`src/rtl/seq_det_pkg.sv`:
```
// Shared types and helpers for the programmable sequence detector.
package seq_det_pkg;

  typedef enum logic {
    ST_IDLE,
    ST_RUN
  } state_t;

  localparam int unsigned MASK_W = 32;

  // Mask with the low 'len' bits set; callers narrow it to their pattern width.
  function automatic logic [MASK_W-1:0] len_mask(input int unsigned len);
    if (len >= MASK_W) return '1;
    return (MASK_W'(1) << len) - MASK_W'(1);
  endfunction

endpackage

```
`src/rtl/seq_detector_prog_if.sv`:
```
// Configuration, serial-input and status bundle of the sequence detector.
interface seq_detector_prog_if #(
  parameter int unsigned MAX_LEN = 8,
  parameter int unsigned CNT_W   = 8
);
  localparam int unsigned LEN_W = $clog2(MAX_LEN + 1);

  logic               cfg_load;
  logic [MAX_LEN-1:0] cfg_pattern;
  logic [LEN_W-1:0]   cfg_len;
  logic               cfg_overlap;
  logic               in_valid;
  logic               in_bit;
  logic               out_match;
  logic [CNT_W-1:0]   match_count;
  logic               cfg_err;
  logic               busy;

  modport master (
    output cfg_load, cfg_pattern, cfg_len, cfg_overlap, in_valid, in_bit,
    input  out_match, match_count, cfg_err, busy
  );

  modport slave (
    input  cfg_load, cfg_pattern, cfg_len, cfg_overlap, in_valid, in_bit,
    output out_match, match_count, cfg_err, busy
  );
endinterface

```
`src/rtl/seq_det_history.sv`:
```
// Bit history shift register with a saturating count of bits held.
// o_hist_n / o_fill_n present the values as they will be once the current bit is taken.
module seq_det_history #(
  parameter int unsigned MAX_LEN = 8,
  parameter int unsigned LEN_W   = $clog2(MAX_LEN + 1)
) (
  input  logic               clk,
  input  logic               rst,
  input  logic               i_clear,
  input  logic               i_shift,
  input  logic               i_bit,
  input  logic               i_fill_clr,
  output logic [MAX_LEN-1:0] o_hist_n,
  output logic [LEN_W-1:0]   o_fill_n
);
  logic [MAX_LEN-1:0] r_hist;
  logic [LEN_W-1:0]   r_fill;

  // Look-ahead history and fill level including the incoming bit.
  always_comb begin
    o_hist_n = {r_hist[MAX_LEN-2:0], i_bit};
    o_fill_n = (r_fill == LEN_W'(MAX_LEN)) ? r_fill : r_fill + LEN_W'(1);
  end

  // Commit shifted history; a match in non-overlap mode restarts the fill count.
  always_ff @(posedge clk) begin
    if (rst || i_clear) begin
      r_hist <= '0;
      r_fill <= '0;
    end else if (i_shift) begin
      r_hist <= o_hist_n;
      r_fill <= i_fill_clr ? '0 : o_fill_n;
    end
  end
endmodule

```
`src/rtl/seq_detector_prog.sv`:
```
// Programmable serial bit-sequence detector: run-time pattern/length/overlap,
// registered one-cycle match pulse and saturating match counter.
module seq_detector_prog
  import seq_det_pkg::*;
#(
  parameter int unsigned MAX_LEN = 8,
  parameter int unsigned CNT_W   = 8
) (
  input  logic               clk,
  input  logic               rst,
  seq_detector_prog_if.slave bus
);
  localparam int unsigned LEN_W = $clog2(MAX_LEN + 1);

  state_t             r_state;
  state_t             w_state_n;
  logic [MAX_LEN-1:0] r_pattern;
  logic [LEN_W-1:0]   r_len;
  logic               r_overlap;
  logic               r_match;
  logic [CNT_W-1:0]   r_count;
  logic               r_err;

  logic               w_legal;
  logic               w_shift;
  logic               w_match;
  logic [MAX_LEN-1:0] w_mask;
  logic [MAX_LEN-1:0] w_hist_n;
  logic [LEN_W-1:0]   w_fill_n;

  assign w_legal = (bus.cfg_len != '0) && (bus.cfg_len <= LEN_W'(MAX_LEN));
  // Bits arriving alongside a cfg_load are dropped.
  assign w_shift = (r_state == ST_RUN) && bus.in_valid && !bus.cfg_load;
  assign w_mask  = MAX_LEN'(len_mask(32'(r_len)));

  seq_det_history #(
    .MAX_LEN(MAX_LEN),
    .LEN_W  (LEN_W)
  ) u_history (
    .clk       (clk),
    .rst       (rst),
    .i_clear   (bus.cfg_load),
    .i_shift   (w_shift),
    .i_bit     (bus.in_bit),
    .i_fill_clr(w_match && !r_overlap),
    .o_hist_n  (w_hist_n),
    .o_fill_n  (w_fill_n)
  );

  // Match when enough bits are held and the newest len bits equal the pattern.
  always_comb begin
    w_match = 1'b0;
    if (w_shift && (w_fill_n >= r_len) && (((w_hist_n ^ r_pattern) & w_mask) == '0))
      w_match = 1'b1;
  end

  // FSM next state: any load decides RUN vs IDLE by length legality.
  always_comb begin
    w_state_n = r_state;
    if (bus.cfg_load) w_state_n = w_legal ? ST_RUN : ST_IDLE;
  end

  // FSM state register.
  always_ff @(posedge clk) begin
    if (rst) r_state <= ST_IDLE;
    else     r_state <= w_state_n;
  end

  // Configuration storage and sticky length-error flag.
  always_ff @(posedge clk) begin
    if (rst) begin
      r_pattern <= '0;
      r_len     <= '0;
      r_overlap <= 1'b0;
      r_err     <= 1'b0;
    end else if (bus.cfg_load) begin
      r_err <= !w_legal;
      if (w_legal) begin
        r_pattern <= bus.cfg_pattern;
        r_len     <= bus.cfg_len;
        r_overlap <= bus.cfg_overlap;
      end
    end
  end

  // Registered match pulse and saturating match counter.
  always_ff @(posedge clk) begin
    if (rst || bus.cfg_load) begin
      r_match <= 1'b0;
      r_count <= '0;
    end else begin
      r_match <= w_match;
      if (w_match && (r_count != '1)) r_count <= r_count + CNT_W'(1);
    end
  end

  assign bus.out_match   = r_match;
  assign bus.match_count = r_count;
  assign bus.cfg_err     = r_err;
  assign bus.busy        = (r_state == ST_RUN);
endmodule

```
`src/flat_wrapper.sv`:
```
// flat-port wrapper written by rule: the top's interface ports become plain ports
module seq_detector_prog_flat import seq_det_pkg::*;
#(
  parameter int unsigned MAX_LEN = 8,
  parameter int unsigned CNT_W   = 8
)
  (clk, rst, bus_cfg_load, bus_cfg_pattern, bus_cfg_len, bus_cfg_overlap, bus_in_valid, bus_in_bit, bus_out_match, bus_match_count, bus_cfg_err, bus_busy);
  seq_detector_prog_if #(.MAX_LEN(MAX_LEN), .CNT_W(CNT_W)) bus_i ();
  input  logic clk;
  input  logic rst;
  input wire logic [$bits(bus_i.cfg_load)-1:0] bus_cfg_load;
  input wire logic [$bits(bus_i.cfg_pattern)-1:0] bus_cfg_pattern;
  input wire logic [$bits(bus_i.cfg_len)-1:0] bus_cfg_len;
  input wire logic [$bits(bus_i.cfg_overlap)-1:0] bus_cfg_overlap;
  input wire logic [$bits(bus_i.in_valid)-1:0] bus_in_valid;
  input wire logic [$bits(bus_i.in_bit)-1:0] bus_in_bit;
  output wire logic [$bits(bus_i.out_match)-1:0] bus_out_match;
  output wire logic [$bits(bus_i.match_count)-1:0] bus_match_count;
  output wire logic [$bits(bus_i.cfg_err)-1:0] bus_cfg_err;
  output wire logic [$bits(bus_i.busy)-1:0] bus_busy;
  assign bus_i.cfg_load = bus_cfg_load;
  assign bus_i.cfg_pattern = bus_cfg_pattern;
  assign bus_i.cfg_len = bus_cfg_len;
  assign bus_i.cfg_overlap = bus_cfg_overlap;
  assign bus_i.in_valid = bus_in_valid;
  assign bus_i.in_bit = bus_in_bit;
  assign bus_out_match = bus_i.out_match;
  assign bus_match_count = bus_i.match_count;
  assign bus_cfg_err = bus_i.cfg_err;
  assign bus_busy = bus_i.busy;
  seq_detector_prog #(.MAX_LEN(MAX_LEN), .CNT_W(CNT_W)) u_core (.clk(clk), .rst(rst), .bus(bus_i));
endmodule
```
`config.mk`:
```
export PLATFORM = sky130hd
export DESIGN_NAME = seq_detector_prog_flat
export DESIGN_NICKNAME = d
export VERILOG_FILES = /design/src/rtl/seq_det_pkg.sv /design/src/rtl/seq_detector_prog_if.sv /design/src/rtl/seq_det_history.sv /design/src/rtl/seq_detector_prog.sv /design/src/flat_wrapper.sv
export SDC_FILE = /design/constraint.sdc
export NUM_CORES = 1
export LEC_CHECK = 0
export CORE_ASPECT_RATIO = 0.6
export CORE_MARGIN = 5
export CORE_UTILIZATION = 36
export DETAILED_ROUTE_END_ITERATION = 8
export MAX_ROUTING_LAYER = met4
export SLEW_MARGIN = 10
export SYNTH_ARGS = -nofsm -noshare
export SYNTH_HDL_FRONTEND = slang
export SYNTH_HIERARCHICAL = 1
export SYNTH_SLANG_ARGS = --single-unit
```
`constraint.sdc`:
```
create_clock -name clk -period 4.08 [get_ports clk]
set_input_delay 0.816 -clock clk [delete_from_list [all_inputs] [get_ports clk]]
set_output_delay 0.816 -clock clk [all_outputs]
set_load 0.02 [all_outputs]
```
* After elaboration in Yosys (flattened, before gate mapping) *
Index checks and enable logic that the tools add are counted.

storage, ports and cells
  bits in registers = 35
  word-level logic and storage cells = 37
  input port bits = 18
  output and inout port bits = 11
  ROM bits = 0
  memories = 0
  latch bits = 0
  bits in writable memories = 0

operators by class
  add/sub/neg operators = 3
  shift operators = 1
  equality and inequality tests = 2
  multiply operators = 0
  bitwise gates (word level) = 2
  multiplexer cells = 4
  reductions and logical operators = 14
  magnitude comparators = 2
  div/mod/pow operators = 0

operators with widths
  kind                                                    number
  adder 8 x 1 -> 8 bit (second input constant)            1
  bitwise AND 8 bit                                       1
  zero test 8 bit                                         1
  two-way mux 4 bit                                       2
  != test 8 bit (second input constant)                   1
  left shift 1 x 4 -> 8 bit (first input constant)        1
  subtractor 8 x 2 -> 8 bit (second input constant)       1
  XOR 8 bit                                               1
  logical AND 1 bit                                       7
  adder 4 x 1 -> 4 bit (second input constant)            1
  equality test 4 bit (second input constant)             1
  >= comparator 4 bit                                     1
  less-or-equal comparator 4 bit (second input constant)  1
  nonzero test 4 bit                                      1
  zero test 1 bit                                         3
  two-way mux 1 bit                                       2
  AND reduction 2 bit                                     1
  logical OR 1 bit                                        1

* Longest topological paths before layout *
Gate-level depths: netlist of run 1.

  depth in word-level cells = 8
  depth in mapped cells = 16
  gate-level depth less buffers = 15

* Cells and area by module *
Netlist of run 1, hierarchy kept.

modules (own cells, without submodules)
  module             sequential area each (sq um)  area an instance (sq um)  cells each  times used
  seq_detector_prog  480.5                         1370.1                    160         1
  seq_det_history    220.2                         521.8                     58          1

* Least setup slack after synthesis of run 1 *
OpenSTA, ideal clock, no wires.

  kind = reg-to-reg
  start point = register u_core.r_len[2]
  end point = register u_core.u_history.r_fill[0]
  path buffers = 2
  setup time = 0.137 ns
  required time = 3.943 ns
  setup slack = 1.318 ns
  stages on the path, launching flop included = 15
  data arrival time = 2.626 ns
  cell sequence = dfxtp_1 > buf_2 > nor2_1 > nand2_1 > ha_1 > and2_1 > o211a_1 > a311oi_2 > o211ai_2 > buf_6 > or3_1 > nor2_1 > nor2b_1 > o311ai_0 > o32ai_1

between the ends
  word-level cells in the longest chain between the ends = 8
  elaborated cells on any way between the ends = 10
  those cells by class = add/sub: 1; order compare: 1; shift: 1; mux: 2; bitwise: 1; reduce/logical: 4

RTL lines
  item                       RTL line                 RTL
  start, declared            seq_detector_prog.sv:18  logic [LEN_W-1:0] r_len;
  start signal, assigned     seq_detector_prog.sv:80  r_len <= bus.cfg_len;
  left shift 1 x 4 -> 8 bit  seq_det_pkg.sv:14        return (MASK_W'(1) << len) - MASK_W'(1);
  subtractor 8 x 2 -> 8 bit  seq_det_pkg.sv:14
  bitwise AND 8 bit          seq_detector_prog.sv:53  if (w_shift && (w_fill_n >= r_len) && (((w_hist_n ^ r_pattern) & w_mask) == '0))
  zero test 8 bit            seq_detector_prog.sv:53
  logical AND 1 bit *        seq_detector_prog.sv:53
  two-way mux 1 bit *        seq_detector_prog.sv:53
  logical AND 1 bit *        seq_detector_prog.sv:45  .i_fill_clr(w_match && !r_overlap),
  two-way mux 4 bit *        seq_det_history.sv:32    r_fill <= i_fill_clr ? '0 : o_fill_n;
  end signal, assigned       seq_det_history.sv:32
  end, declared              seq_det_history.sv:17    logic [LEN_W-1:0] r_fill;

Every way passes the cells marked *; elsewhere a longest branch is shown, timed or not.
A chain may end at the register's enable or synchronous reset.

* Final worst setup path of run 1 *
  start point = register u_core.r_len[3]
  end point = register u_core.u_history.r_fill[0]

The elaborated chain is that of the path after synthesis.

==> results of run 1 <==
[stage by stage]
step / worst slack (ns) / hold slack [ns] / power (mW) / std cells / utilization [%]
after floorplan: 1.318 / 0.4641 / 0.4271 / 218 / -
after global placement: 0.7839 / 0.4845 / 0.4588 / 302 / 43.28
after detailed placement: 0.7004 / 0.4856 / 0.4590 / 302 / 43.28
after CTS: 1.007 / 0.4997 / 0.7105 / 310 / 45.02
after global routing: 0.6748 / 0.5532 / 0.7343 / 310 / 45.02
final: 0.9715 / 0.5026 / 0.7008 / 310 / 45.02
[placed cells by master (no fill, tap or decap), drive strengths merged, types with 2 or more instances in the layout]
| cell | n |
|---|---|
| dfxtp | 35 |
| nor2 | 30 |
| clkdlybuf4s50 | 28 |
| mux2i | 19 |
| a21oi | 15 |
| inv | 13 |
| nand2 | 10 |
| o21ai | 9 |
| ha | 8 |
| xnor2 | 7 |
| nand3 | 7 |
| clkbuf | 5 |
| o31ai | 5 |
| or4 | 5 |
| xor2 | 4 |
| or3 | 4 |
| nor2b | 3 |
| o211a | 3 |
| a31oi | 3 |
| clkinvlp | 2 |
| and3 | 2 |
| nor4 | 2 |
| a211oi | 2 |
| or2 | 2 |
| buf | 2 |
| o32ai | 2 |
| o211ai | 2 |
[flip-flops by register name, summed over array words and instances, names as in the netlist]
register / flops
u_core/r_pattern: 8
u_core/bus.out_match: 1
u_core/bus.busy: 1
u_core/bus.match_count: 8
u_core/r_len: 4
u_core/r_overlap: 1
u_core/u_history/r_hist: 7
u_core/u_history/r_fill: 4
u_core/bus.cfg_err: 1
[critical path, stage by stage (launching register included)]
cell and delay, ns:
dfxtp_1 0.38, nor2_1 0.21, nand2_1 0.12, ha_1 0.30, and2_1 0.19, o211a_1 0.21, a311oi_2 0.29, o211ai_2 0.27
or3_1 0.42, nor2_1 0.24, nor2b_1 0.10, o311ai_0 0.09, o32ai_1 0.14
[routing by layer]
metal  up-vias  global-route usage, %
li1        825                      -
met1       696                  21.06
met2        42                  16.03
met3         4                  4.195
met4         0                  3.928
met5         -                      -
[power breakdown]
group	switching (mW)	internal, mW	total [mW]	leakage, nW
Sequential	0.0105	0.350	0.361	0.284
Combinational	0.0465	0.0437	0.0902	0.576
Clock	0.131	0.119	0.250	0.0402
Total	0.188	0.513	0.701	0.900
[worst paths after layout]
path / start / end / cells past startpoint
max: u_core/r_len[3]$_SDFFE_PP0P_ / u_core/u_history/r_fill[0]$_SDFFE_PP0P_ / 12
max reg2reg: u_core/r_len[3]$_SDFFE_PP0P_ / u_core/u_history/r_fill[0]$_SDFFE_PP0P_ / 12
min: u_core/bus.busy$_SDFFE_PP0P_ / u_core/bus.busy$_SDFFE_PP0P_ / 2
min reg2reg: u_core/bus.busy$_SDFFE_PP0P_ / u_core/bus.busy$_SDFFE_PP0P_ / 2
[Yosys cell counts (2+ instances only)]
master    count
a211oi_1      2
a21oi_1      15
a31oi_1       3
and3_1        2
buf_2         6
buf_6         2
clkbuf_1      2
dfxtp_1      35
ha_1          8
inv_1        13
mux2i_1      19
nand2_1      10
nand3_1       6
nor2_1       30
nor2b_1       3
nor4_1        2
o211a_1       3
o21ai_0       9
o31ai_1       5
o32ai_1       2
or2_2         2
or3_1         4
or4_1         5
xnor2_1       7
xor2_1        4
[cell type report]
class	instances	area, sq um	area share [%]
Timing Repair Buffer	30	295.3	12.91
Inverter	13	48.80	2.133
Sequential cell	35	700.7	30.63
Multi-Input combinational cell	158	1071	46.83
Clock buffer	5	68.82	3.009
Clock inverter	3	20.02	0.8753
Tap cell	66	82.58	3.611
[logic make-up (layout without fill, tap and decap cells)]
group	after synthesis	count (layout)	share of synthesized area, %
AOI/OAI and AO/OA	48	48	17.20
adders and majority gates	8	8	5.291
xor gates and xnor gates	11	11	5.092
muxes	19	19	10.05
DFF	35	35	37.04
and+or+nand+nor	72	72	18.98
buffers and inverters	25	51	6.349
==> results.md, run 1 <==
• 218 — cell count after synthesis
• 2 — number of levels in the clock H-tree
• 1567 — via count
• 3317 um — post-detail-place hpwl
• 35 — clk sinks
• 13.64% — total routing usage reported by global routing
• 5 — iteration count of the initial detailed-routing pass
• 3.109 ns — clock period minus final worst setup slack
• dfxtp_1 — Synth Flop Type
• 0 ns — final total negative setup slack
• 1462 — number of global-route vias before repair
• 0 — final max-slew violation count
• 13 — critical path peak fanout
• complete, no violations — result of the run
• 306.4 nW/um^2 — power per standard cell area
• 6852 sq um — area of the die
• met4 — uppermost layer routed
• 6.148% — share of layout cells above drive strength 1
• 29 — I/O pins
• clkbuf_8 — master cell of the clock root buffer
• 0 — detailed-route DRC error count
• 0.009029 ns — setup skew after layout
• 0 — DRT antenna net count
• 0 — total of max-cap violations
• 0.8407 — gpl congestion
• flop — Worst setup SP type
• 6 — Yosys warning total
• dfxtp_1 37%, mux2i_1 10%, nor2_1 6.0%, ha_1 5.3%, a21oi_1 4.0% — top cells by area in the synthesized netlist
• 5080 sq um — core region area
• 504 — fill cell instance count of the final layout
• 0.8998 nW — Lkg Pwr
• 37.04% — post-synth top area share
• 2198 sq um — placed instance area
• 37.24% — starting utilization of the core area
• reg -> reg — Min-Delay Path Class
• 1892 sq um — post-synthesis instance area
• dfxtp_1 — post-synthesis cell type with the largest combined area
• 0.1391 mV — largest voltage drop on the vdd net
• 244 — syn_nets
• 3.26 ns — signal arrival time at the worst endpoint
• 223 um — metal3 WL
• 20.90% — synth-to-layout area growth
• 20 — largest net degree at the start of global routing
• 7265 um — wire length of the first global-routing pass
• 66.15 um — height of the chip
• 0.08 ns — clock-pin slew of the registers on the worst-case setup and hold paths
• 37.04% — sequential element share of the synthesized area
• 0 — number of hold buffers added after cts
• 0 — number of enable flip-flop cells after synthesis
• 20 — cell row count
• 1512 um — met2 WL post-DR
• 0 — final setup violation count
• flop — Critical Path Sink Type
• 0.97 ns — reg-to-reg setup timing slack
• reg -> reg — startpoint-to-endpoint class of the critical path
• no — RSZ-0062 raised after global routing
• 0 — remaining global-route overflow
• 0 — antenna violations before repair
• 5.055 — post-DR vias/cell
• 0.29 ns — clock latency of the later-clocked register in the worst-skew pair
• 0 — setup repair bufs after CTS
• 269 — Final nets
• 4.23 ns — Crit path required time
• 0 — post-cts sizing count
• 0% — Synth async-reset ratio
• 13.90 um — average routed wire per standard cell
• 76.19% — Period Utilization, post-route
• 28 — Port Buffer Count
• 0 — antenna diode count
• 0 — number of endpoints with negative hold slack in the final report
• 2287 sq um — area of all placed cells without fillers
• 8.678 sq um — average cell area after synthesis
• 44 — number of distinct standard cells referenced by the synthesized netlist
• 54.47% — Slew headroom
• 4310 um — overall routed net length
• 5 — CTS buffer count
• 0.6814 ns — pin slew with the least headroom to its limit
• 2540 um — routed length on met1
• 2 — number of buffers on the longest clock path
• 103.6 um — Chip Width
• 89 — violation count after the first detailed-route iteration
• 321.7 MHz — highest attainable clock frequency
• done — CTS tree
• 35 — number of synthesized register bits
No activity file was read; power rests on OpenSTA's default activity.
==> inputs of run 2 (changes only) <==
==> constraint.sdc (replaced) <==
create_clock -name clk -period 3.1 [get_ports clk]
set_input_delay 0.62 -clock clk [delete_from_list [all_inputs] [get_ports clk]]
set_output_delay 0.62 -clock clk [all_outputs]
set_load 0.02 [all_outputs]
==> run 2 against run 1 <==
- critical path depth up 1
- combinational power up 39%
- via count up 2.1%
- fmax up 5.9%
- register-to-register slack worse by 0.81 ns
- critical path type unchanged
- largest cell class unchanged
- highest routed layer unchanged
==> results.md, run 2 (synthesis results as in run 1) <==
• 0 — final max-slew violation count
• 1071 sq um — footprint of the multi-input gates
• u_core/u_history/r_fill[0]$_SDFFE_PP0P_ — FF-to-FF Start
• 0 — number of endpoints with negative hold slack in the final report
• 0 — final setup violation count
• 2 — number of levels in the clock H-tree
• 2221 sq um — placed instance area
• 2 — buffers plus inverters on the worst setup path
• 104 — violation count after the first detailed-route iteration
• 0.07 ns — clock-pin slew of the registers on the worst-case setup and hold paths
• flop — Critical Path Sink Type
• 0 — setup repair bufs after CTS
• 0.29 ns — clock latency of the later-clocked register in the worst-skew pair
• 35 — clk sinks
• 37.24% — starting utilization of the core area
• 20 — cell row count
• 66.15 um — height of the chip
• 0.5079 ns — worst hold slack
• 3.09 ns — signal arrival time at the worst endpoint
• 5.112 — post-DR vias/cell
• no — RSZ-0062 raised after global routing
• 0 — antenna violations before repair
• 23.73% — switching power as a share of total power
• 700.7 sq um — area used by sequential logic in the layout
• 6 — critical path peak fanout
• 2 — Hold Path Cell Cnt
• 0.7812 mW — internal cell power
• flop — Worst setup SP type
• 1600 — via count
• 0 — remaining global-route overflow
• 46.2% — register share of total power
• 0.8053 — gpl congestion
• 14.17 um — average routed wire per standard cell
• 29 — I/O pins
• 53.65% — Slew headroom
• 1444 — number of global-route vias before repair
• 5 — CTS buffer count
• 23.61% — synth-to-layout area growth
• 4 — iteration count of the initial detailed-routing pass
• 0 — detailed-route DRC error count
• 0.2190 mV — largest voltage drop on the vdd net
• 2.936 ns — clock period minus final worst setup slack
• u_core/bus.busy$_SDFFE_PP0P_ — end point of the worst hold path
• reg -> reg — startpoint-to-endpoint class of the critical path
• 0 — DRT antenna net count
• done — CTS tree
• 94.72% — Period Utilization, post-route
• 35 x dfxtp_1, 30 x nor2_1, 28 x clkdlybuf4s50_1 — most frequent cells in the layout
• 4434 um — overall routed net length
• u_core/u_history/r_fill[0]$_SDFFE_PP0P_ — critical register-to-register path endpoint
• complete, no violations — result of the run
• 0.16 ns — reg-to-reg setup timing slack
• 2 — number of buffers on the longest clock path
• 340.6 MHz — highest attainable clock frequency
• 3448 um — post-detail-place hpwl
• 0 — post-cts sizing count
• u_core/bus.busy$_SDFFE_PP0P_ — critical hold path startpoint
• 103.6 um — Chip Width
• reg -> reg — Min-Delay Path Class
• 0.008414 ns — setup skew after layout
• 17 — largest net degree at the start of global routing
• dfxtp_1 — most common cell after layout, fill and taps aside
• dfxtp_1 — slowest library cell on the worst path
• 2338 sq um — area of all placed cells without fillers
• 5080 sq um — core region area
• clkbuf_8 — master cell of the clock root buffer
• 0.45 ns — slowest cell delay on critical path
• 0 — antenna diode count
• 6852 sq um — area of the die
• 0 — total of max-cap violations
• 0 — number of hold buffers added after cts
• u_core/u_history/r_fill[0]$_SDFFE_PP0P_ — worst setup path start
• 12.2% — share of total power in combinational logic
• inv_1 > ha_1 > a31oi_1 > inv_1 > ha_1 > o21ai_0 > a21oi_1 > o211ai_2 > or3_1 > nor2_1 > nor2b_1 > o311ai_0 > o32ai_1 — cells along the critical path
• 28 — Port Buffer Count
• 1.024 mW — Power, Total
• 7279 um — wire length of the first global-routing pass
• 0 ns — final total negative setup slack
• 3.25 ns — Crit path required time
• 498 — fill cell instance count of the final layout
• 13.83% — total routing usage reported by global routing
• 7.287% — share of layout cells above drive strength 1
• 438.0 nW/um^2 — power per standard cell area
• 272 — Final nets
• 0.9352 nW — Lkg Pwr
• compound AO/OA/AOI/OAI gates — delay-heaviest family, CP
• 41.7% — power share of the clock group
• 0.6936 ns — pin slew with the least headroom to its limit
• 0.2431 mW — Net Sw Power
• 13 — number of cells on the worst reg-to-reg path
==> run 2: worst reg2reg max path, cell delays in order (launching register included) <==
cell and delay (ns):
dfxtp_1 0.45, inv_1 0.11, ha_1 0.24, a31oi_1 0.28, inv_1 0.08, ha_1 0.27, o21ai_0 0.07, a21oi_1 0.26
o211ai_2 0.11, or3_1 0.37, nor2_1 0.21, nor2b_1 0.09, o311ai_0 0.10, o32ai_1 0.16
==> run 2: worst max-delay path by stage <==
stage / slack (ns) / cells after the start / endpoint
global route: 0.003 / 12 / u_core/u_history/r_fill[0]$_SDFFE_PP0P_
CTS: 0.18 / 13 / u_core/u_history/r_fill[0]$_SDFFE_PP0P_
global placement: 0.28 / 14 / u_core/u_history/r_fill[0]$_SDFFE_PP0P_
finish: 0.16 / 13 / u_core/u_history/r_fill[0]$_SDFFE_PP0P_
floorplan: 0.34 / 14 / u_core/u_history/r_fill[0]$_SDFFE_PP0P_
detailed placement: 0.21 / 13 / u_core/u_history/r_fill[0]$_SDFFE_PP0P_
==> run 2: power groups by stage <==
| stage | clock, mW | combinational [mW] | sequential (mW) |
|---|---|---|---|
| global route | 0.456 | 0.138 | 0.474 |
| floorplan | 0 | 0.0817 | 0.480 |
| global placement | 0 | 0.124 | 0.483 |
| finish | 0.427 | 0.125 | 0.473 |
| CTS | 0.435 | 0.125 | 0.473 |
| detailed placement | 0 | 0.125 | 0.483 |
==> run 2: routing by layer <==
layer,global-route usage [%],wire (um),part of all wire (%)
met1,21.06,2585,58
met2,16.83,1626,37
met3,3.805,214,4.8
met4,4.419,8,0.18
met5,-,0,0
==> run 2: through the flow <==
stage               worst slack [ns]  util, %  cells
floorplan                     0.3377        -    218
global route                0.003123    46.03    313
finish                        0.1638    46.03    313
global placement              0.2809    43.72    305
detailed placement            0.2121    43.72    305
CTS                           0.1792    46.03    313
==> run 2: area by class of cell <==
class / instances / share of cell area (%)
clock buffers: 6 / 3.531
clock inverters: 2 / 1.498
inverters: 13 / 2.087
multi-input cells: 158 / 45.80
flip-flops and latches: 35 / 29.96
well taps: 66 / 3.531
repair buffers: 33 / 13.59
==> inputs of run 3 (changes only) <==
--- a/config.mk
+++ b/config.mk
@@ -13,5 +13,4 @@
 export SLEW_MARGIN = 10
 export SYNTH_ARGS = -nofsm -noshare
 export SYNTH_HDL_FRONTEND = slang
-export SYNTH_HIERARCHICAL = 1
 export SYNTH_SLANG_ARGS = --single-unit
==> run 3 against run 2 <==
- combinational power about the same
- sequential power about the same
- cell count increased by 3.2%
- clock skew decreased by 0.0063 ns
- sequential share of layout area increased by 0.44 points
- routed wire length decreased by 4.0%
- synthesized cell count increased by 5.0%
- register-to-register slack improved by 0.19 ns
- critical path depth decreased by 6
- die area decreased by 0.34%
- cell area decreased by 1.4%
==> results.md, run 3 <==
• 2223 sq um — placed instance area
• 3.24 ns — Crit path required time
• 0 — detailed-route DRC error count
• 0.3537 ns — Final WS setup
• 0.7836 ns — pin slew with the least headroom to its limit
• 255 — syn_nets
• 0 — Yosys warning total
• 19 — largest net degree at the start of global routing
• 0 — number of endpoints with negative hold slack in the final report
• 0.8856 nW — Lkg Pwr
• 37.18% — post-synth top area share
• 2 — number of levels in the clock H-tree
• 4256 um — overall routed net length
• 2305 sq um — area of all placed cells without fillers
• 2.89 ns — signal arrival time at the worst endpoint
• 364.1 MHz — highest attainable clock frequency
• 0 — antenna diode count
• 35 x dfxtp_1, 32 x nand2_1, 28 x clkdlybuf4s50_1 — most frequent cells in the layout
• 0 — setup repair bufs after CTS
• 0 — DRT antenna net count
• 28 — Port Buffer Count
• 37.18% — sequential element share of the synthesized area
• 0.3543 ns — post-placement worst setup slack
• 29 — I/O pins
• 5.009 — post-DR vias/cell
• dfxtp_1 — post-synthesis cell type with the largest combined area
• 0.07 ns — clock-pin slew of the registers on the worst-case setup and hold paths
• 0.57 ns — slowest cell delay on critical path
• 0 ns — final total negative setup slack
• 22.31% — synth-to-layout area growth
• flop — Critical Path Sink Type
• 1096 sq um — footprint of the multi-input gates
• 0 — total of max-cap violations
• 1884 sq um — post-synthesis instance area
• clkbuf_8 — master cell of the clock root buffer
• 1618 — via count
• 399.4 nW/um^2 — power per standard cell area
• done — CTS tree
• dfxtp_1 — most repeated cell in the gate-level netlist after synthesis
• 0 — buffers plus inverters on the worst setup path
• 47.57% — Slew headroom
• 0.28 ns — clock latency of the later-clocked register in the worst-skew pair
• 700.7 sq um — area used by sequential logic in the layout
• or4_4 > ha_1 > a2bb2o_4 > nor4_4 > o211ai_4 > nor3b_1 > o32ai_1 — cells along the critical path
• 7.004% — share of layout cells above drive strength 1
• 0 — post-cts sizing count
• 2 — number of buffers on the longest clock path
• 37.28% — starting utilization of the core area
• 0 — antenna violations before repair
• 0.1838 mV — largest voltage drop on the vdd net
• 88.59% — Period Utilization, post-route
• 35 x dfxtp_1, 32 x nand2_1, 27 x nor2_1 — leading post-synthesis cells by instance count
• 106 — violation count after the first detailed-route iteration
• 35 — number of synthesized register bits
• 1500 — number of global-route vias before repair
• 10 — critical path peak fanout
• 0 — final max-slew violation count
• 527 — fill cell instance count of the final layout
• 66.04 um — height of the chip
• 20 — cell row count
• no — RSZ-0062 raised after global routing
• 42 — number of distinct standard cells referenced by the synthesized netlist
• 7272 um — wire length of the first global-routing pass
• simple AND/OR/NAND/NOR gates — delay-heaviest family, CP
• dfxtp_1 — most common cell after layout, fill and taps aside
• or4_4 — slowest library cell on the worst path
• 282 — Final nets
• 2.746 ns — clock period minus final worst setup slack
• 3294 um — post-detail-place hpwl
• 0% — Synth async-reset ratio
• 0.8705 — gpl congestion
• reg -> reg — startpoint-to-endpoint class of the critical path
• flop — Worst setup SP type
• 8.228 sq um — average cell area after synthesis
• 0 — final setup violation count
• 0.002087 ns — setup skew after layout
• 0 — remaining global-route overflow
• reg -> reg — Min-Delay Path Class
• 6829 sq um — area of the die
• 14.08% — total routing usage reported by global routing
• 13.18 um — average routed wire per standard cell
• complete, no violations — result of the run
• 0 — number of enable flip-flop cells after synthesis
• 229 — cell count after synthesis
• dfxtp_1 — Synth Flop Type
• 4 — iteration count of the initial detailed-routing pass
• 0 — number of hold buffers added after cts
• 35 — clk sinks
• 5055 sq um — core region area
• dfxtp_1 37%, mux2i_1 6.9%, nand2_1 6.4%, nor2_1 5.4%, ha_1 5.3% — top cells by area in the synthesized netlist
• 5 — CTS buffer count
• 103.4 um — Chip Width
==> run 3: through the flow <==
stage / hold slack, ns / total power, mW / std cells / utilization, %
2_1_floorplan: 0.4496 / 0.5667 / 229 / -
3_3_place_gp: 0.4601 / 0.6110 / 315 / 43.99
3_5_place_dp: 0.4664 / 0.6116 / 315 / 43.99
4_1_cts: 0.4762 / 0.9354 / 323 / 45.59
5_1_grt: 0.4997 / 0.9759 / 323 / 45.59
6_report: 0.4750 / 0.9204 / 323 / 45.59
==> run 3: final cells by class <==
cell class / instances / share of cell area [%]
Timing Repair Buffer: 32 / 13.46
Tap cell: 66 / 3.583
Inverter: 9 / 1.466
Multi-Input combinational cell: 173 / 47.56
Sequential cell: 35 / 30.40
Clock inverter: 1 / 0.2172
Clock buffer: 7 / 3.312
==> run 3: final timing paths <==
kind                                      startpoint                                       to  slack, ns  cells after the start
max                     u_core.r_len[0]$_SDFFE_PP0P_  u_core.u_history.r_fill[1]$_SDFFE_PP0P_       0.35                      7
min          u_core.u_history.r_hist[6]$_SDFFE_PP0P_  u_core.u_history.r_hist[6]$_SDFFE_PP0P_       0.47                      2
max reg2reg             u_core.r_len[0]$_SDFFE_PP0P_  u_core.u_history.r_fill[1]$_SDFFE_PP0P_       0.35                      7
min reg2reg  u_core.u_history.r_hist[6]$_SDFFE_PP0P_  u_core.u_history.r_hist[6]$_SDFFE_PP0P_       0.47                      2
==> run 3: cells by family (layout without fill, tap and decap cells) <==
| family | after synthesis | after routing | share of synthesized area, % |
|---|---|---|---|
| XOR/XNOR | 12 | 12 | 5.578 |
| AND/OR/NAND/NOR | 97 | 97 | 25.03 |
| buffers and inverters | 21 | 49 | 4.647 |
| multiplexers | 13 | 13 | 6.905 |
| flip-flops | 35 | 35 | 37.18 |
| AO/OA/AOI/OAI | 43 | 43 | 15.34 |
| adder cells (fa/ha/maj) | 8 | 8 | 5.312 |
==> run 3: report_power, final <==
| group | internal (mW) | switching, mW | total (mW) |
|---|---|---|---|
| Clock | 0.158 | 0.161 | 0.319 |
| Sequential | 0.461 | 0.0121 | 0.473 |
| Combinational | 0.0650 | 0.0631 | 0.128 |
==> run 3: worst min-delay path, delay by kind of cell, from the launching register on <==
kind,cells,cell delay (ns)
DFF,1,0.32
and+or+nand+nor,1,0.05
AOI/OAI and AO/OA,1,0.05
==> run 3: routing by layer <==
layer  wire length, um  share of wire, %  track usage (%)  vias to the layer above
li1                  -                 -                -                      861
met1              2370                56            21.07                      723
met2              1641                39            18.25                       29
met3               211               5.0            3.899                        5
met4                33              0.78            3.393                        0
met5                 0                 0                -                        -
